## src/rtl/pixel_stream_writer.sv

```systemverilog
// Byte-stream to framebuffer writer: packs RGB byte triples into 24-bit pixel words
// and writes them sequentially into the panel framebuffer write port.
module pixel_stream_writer #(
    parameter int unsigned MATRIX_COLS = 64,
    parameter int unsigned MATRIX_ROWS = 32,
    parameter int unsigned ADDR_WIDTH  = 11,
    parameter int unsigned DATA_WIDTH  = 24
) (
    input  logic                  i_clk,
    input  logic                  rst_n,
    input  logic                  i_sof,
    input  logic [7:0]            i_byte,
    input  logic                  i_byte_valid,
    output logic                  o_byte_ready,
    output logic                  o_ram_we,
    output logic [ADDR_WIDTH-1:0] o_ram_addr,
    output logic [DATA_WIDTH-1:0] o_ram_din,
    output logic                  o_busy,
    output logic                  o_frame_done,
    output logic                  o_sof_abort
);

    localparam int unsigned Pixels = MATRIX_COLS * MATRIX_ROWS;
    // Explicit wrap point so panels whose pixel count is not a power of two work.
    localparam logic [ADDR_WIDTH-1:0] LastAddr = ADDR_WIDTH'(Pixels - 1);

    typedef enum logic [0:0] {StIdle, StLoad} state_e;

    state_e                state_q, state_d;
    logic [ADDR_WIDTH-1:0] cnt_q, cnt_d;
    logic [1:0]            phase_q, phase_d;
    logic [15:0]           shift_q, shift_d;
    logic                  we_q, we_d;
    logic [ADDR_WIDTH-1:0] addr_q, addr_d;
    logic [DATA_WIDTH-1:0] din_q, din_d;
    logic                  done_q, done_d;
    logic                  abort_q, abort_d;
    logic                  hs;

    assign o_byte_ready = (state_q == StLoad) && !i_sof;
    assign hs           = i_byte_valid && o_byte_ready;

    always_comb begin
        state_d = state_q;
        cnt_d   = cnt_q;
        phase_d = phase_q;
        shift_d = shift_q;
        we_d    = 1'b0;
        addr_d  = addr_q;
        din_d   = din_q;
        done_d  = 1'b0;
        abort_d = 1'b0;
        unique case (state_q)
            StIdle: begin
                if (i_sof) begin
                    state_d = StLoad;
                    cnt_d   = '0;
                    phase_d = 2'd0;
                end
            end
            StLoad: begin
                if (i_sof) begin
                    // Restart the frame; partial pixel is dropped, not written.
                    abort_d = (cnt_q != '0) || (phase_q != 2'd0);
                    cnt_d   = '0;
                    phase_d = 2'd0;
                end else if (hs) begin
                    unique case (phase_q)
                        2'd0: begin
                            shift_d[15:8] = i_byte;
                            phase_d       = 2'd1;
                        end
                        2'd1: begin
                            shift_d[7:0] = i_byte;
                            phase_d      = 2'd2;
                        end
                        default: begin
                            we_d    = 1'b1;
                            addr_d  = cnt_q;
                            din_d   = DATA_WIDTH'({shift_q, i_byte});
                            phase_d = 2'd0;
                            if (cnt_q == LastAddr) begin
                                cnt_d   = '0;
                                state_d = StIdle;
                                done_d  = 1'b1;
                            end else begin
                                cnt_d = cnt_q + ADDR_WIDTH'(1);
                            end
                        end
                    endcase
                end
            end
            default: state_d = StIdle;
        endcase
    end

    always_ff @(posedge i_clk or negedge rst_n) begin
        if (!rst_n) begin
            state_q <= StIdle;
            cnt_q   <= '0;
            phase_q <= 2'd0;
            shift_q <= '0;
            we_q    <= 1'b0;
            addr_q  <= '0;
            din_q   <= '0;
            done_q  <= 1'b0;
            abort_q <= 1'b0;
        end else begin
            state_q <= state_d;
            cnt_q   <= cnt_d;
            phase_q <= phase_d;
            shift_q <= shift_d;
            we_q    <= we_d;
            addr_q  <= addr_d;
            din_q   <= din_d;
            done_q  <= done_d;
            abort_q <= abort_d;
        end
    end

    assign o_ram_we     = we_q;
    assign o_ram_addr   = addr_q;
    assign o_ram_din    = din_q;
    assign o_busy       = (state_q == StLoad);
    assign o_frame_done = done_q;
    assign o_sof_abort  = abort_q;

endmodule

```

## config.mk

```make
export PLATFORM = sky130hd
export DESIGN_NAME = pixel_stream_writer
export DESIGN_NICKNAME = d
export VERILOG_FILES = /design/src/rtl/pixel_stream_writer.sv
export SDC_FILE = /design/constraint.sdc
export NUM_CORES = 1
export LEC_CHECK = 0
export CAP_MARGIN = 10
export CORE_MARGIN = 3
export CORE_UTILIZATION = 50
export DETAILED_ROUTE_END_ITERATION = 8
export GPL_TIMING_DRIVEN = 0
export PLACE_DENSITY = 0.77
export SYNTH_ARGS = -nofsm -noshare
export SYNTH_HDL_FRONTEND = slang
export SYNTH_SLANG_ARGS = --single-unit
export TNS_END_PERCENT = 20
```

## constraint.sdc

```tcl
create_clock -name i_clk -period 2.85 [get_ports i_clk]
set_input_delay 0.285 -clock i_clk [delete_from_list [all_inputs] [get_ports i_clk]]
set_output_delay 0.285 -clock i_clk [all_outputs]
set_load 0.005 [all_outputs]
```

==> key figures <==
Outcome
  • Status: finished clean

Yosys
  • Synth area leaders: dfrtp_1 60%, mux2_2 19%, xnor2_1 2.2%, nor2_1 2.1%, buf_6 2.0%
  • Sequential fraction of the synthesis area: between 60% and 70%
  • Post-synthesis net count: about 220
  • Post-Syn Area: between 2000 and 3000 um2
  • Mapped Avg Cell Area: approximately 14 um2
  • Yosys top cell by area: dfrtp_1
  • Top cell type's share of synthesized area: between 60% and 70%
  • Synth cell types: 33
  • Synthesized flop and latch total: 68
  • Cells after Synth: approximately 200
  • Syn. warnings: 0

Clock network
  • TritonCTS clock tree: yes
  • H-tree depth: 3
  • Post-CTS Hold Buffers: 0
  • Clock slew at reported path FFs: ~0.070 ns
  • Post-CTS setup buffers: 0
  • CTS Sinks: between 60 and 70
  • Resized cells post-CTS: 0
  • Cts bufs inserted: 9
  • Worst-Skew Late Latency: ~0.33 ns
  • Root Buffer: clkbuf_8
  • CTS Buffer Depth: 2

STA
  • Fin crit period: 1.857 ns
  • Final setup TNS: 0 ns
  • RSZ-0062 raised after global routing: false
  • Skew final: ~0.0066 ns
  • Slew Limit Fails: 0
  • FMAX: 538.4 MHz
  • Hold slack: slightly below 0.04 ns
  • Setup violators final: 0
  • Worst-Margin Slew: just over 0.8 ns
  • Slew headroom: between 40 and 50%
  • Final Cycle Share: approximately two thirds
  • Final hold violations: 0

Die
  • FP Rows: 26
  • Starting Density: ~54%
  • I/O pin total: 52
  • Die Ht: slightly above 80 um
  • Die Wd: approximately 81 um
  • Full die area: about 6600 um2
  • Core Region: about 5300 um2

Pwr
  • Pwr Density: between 600 and 700 nW/um2
  • Peak supply drop: roughly 0.46 mV
  • Total power: about 0.0024 W
  • Leak Pwr: roughly 1.6 nW

Critical path
  • R2R Path End: cnt_q[5]
  • Crit end category: output pin
  • Data arrival, critical path: between 1.5 and 2 ns
  • CP max-delay cell: clkdlybuf4s50_1
  • Critical Path Start Type: flop
  • FF-to-FF setup slack: approximately 1.2 ns
  • CP required: 2.57 ns
  • Worst path buffer plus inverter count: 2
  • Worst r2r path cells: 5
  • CP Cell Sequence: buf_6 -> nor2b_4 -> clkdlybuf4s50_1
  • Crit path depth: 3
  • CP peak stage delay: roughly 0.53 ns
  • Crit path max fanout: 8
  • Worst Setup SP: o_busy
  • R2r startpoint: cnt_q[0]
  • WS Path Type: reg2out
  • Delay-heaviest family, CP: buffers and inverters

Global routing
  • Grt total ovfl: 0
  • Tot GR Track Use: 17.74%
  • Vias in the first global route: 1706
  • Initial antenna violation count: 0
  • Largest net degree at the start of global routing: 69
  • First-pass GRT wire length: between 8000 and 9000 um

Detailed routing
  • # DRC: 0
  • Drt wl/cell: 15.21 um
  • Via density: 5.205
  • Via count: between 1500 and 2000
  • Post-Route WL: 5126 um
  • Iter 0 DRT Violations: around 120
  • TritonRoute pass-1 iters: 4
  • Post-route ant nets: 0

Placed design
  • Placer Congestion: around 0.86
  • Detailed placer's ending HPWL: ~3400 um
  • Count of input and output buffers: 50
  • Post-place instance area: 3406 um2

Final layout
  • Fillers: a little under 400
  • Nets: roughly 280
  • Area Overhead vs Synth: 27.73%
  • Share of cells above drive strength 1: between 20% and 30%
  • Commonest non-fill, non-tap cell in the layout: dfrtp_1
  • Fin area: roughly 3600 um2
  • Commonest cells after routing, fill and taps aside: 68 x dfrtp_1, 49 x clkdlybuf4s50_1, 48 x mux2_2
  • Antenna cells: 0
  • Final Core Density: approximately 70%

Min path
  • Hold Path Class: in2async

Flow run
  • Max-cap violations: 0
[worst max-delay path by stage]
stage / to / slack [ns]
after floorplan: shift_q[0] / 1.37
after global placement: o_busy / -0.69
after detailed placement: shift_q[3] / 0.95
after CTS: o_byte_ready / 0.97
after global routing: o_byte_ready / 0.92
final: o_byte_ready / 0.99
[cell type report]
class,count,area [um2],share of cell area (%)
flip-flops and latches,68,1702,47.24
inverters,4,15.01,0.4168
well taps,70,87.58,2.431
clock inverters,1,30.03,0.8336
plain buffers,9,78.83,2.188
clock buffers,15,166.4,4.620
repair buffers,50,498.0,13.82
multi-input cells,120,1025,28.45
[where the power goes]
group	leakage, nW	switching [W]	internal (W)
Clock	0.0979	0.000333	0.000454
Combinational	0.613	0.000137	0.000304
Sequential	0.887	0.0000815	0.00113
Total	1.60	0.000552	0.00188
[kinds of logic after synthesis]
group	count (synthesis)	synth area share, %
xor gates and xnor gates	9	2.795
and+or+nand+nor	50	10.29
DFF	68	60.34
buffers and inverters	13	3.327
adders and majority gates	2	0.8872
muxes	49	19.57
AOI/OAI and AO/OA	10	2.795
[Yosys cell counts]
library cell	n
a21o_1	1
a21oi_1	3
a31o_2	1
a31oi_4	1
a41oi_1	1
and4b_1	1
buf_2	2
buf_4	1
buf_6	5
clkbuf_2	1
dfrtp_1	68
ha_1	2
inv_1	4
mux2_1	1
mux2_2	48
nand2_1	10
nand3_1	3
nand3_2	1
nand3_4	2
nand4_1	3
nor2_1	16
nor2b_1	1
nor2b_4	1
nor3_1	3
nor3b_1	1
nor4_1	5
nor4b_1	1
nor4b_2	1
o21ai_0	2
o31ai_1	1
or3_1	1
xnor2_1	7
xor2_1	2
[sequential cells by signal, indices dropped and copies added, names as in the netlist]
name and flops:
phase_q 2, o_ram_we 1, cnt_q 11, shift_q 16, o_busy 1, o_sof_abort 1, o_frame_done 1, o_ram_addr 11
o_ram_din 24
[per-layer routing]
metal  vias to the layer above  wire length, um  track usage [%]
met2                        44             2390            26.44
met5                         -                0                0
li1                        828                -                -
met3                         5              283            7.428
met4                         0               68            6.081
met1                       877             2383            23.42
[per-stage QoR]
step	setup WS [ns]	cells
4_1_cts	0.9672	337
6_report	0.9927	337
2_1_floorplan	1.368	201
3_5_place_dp	0.9531	321
3_3_place_gp	-0.6925	321
5_1_grt	0.9206	337
No activity file was read; power rests on OpenSTA's default activity.
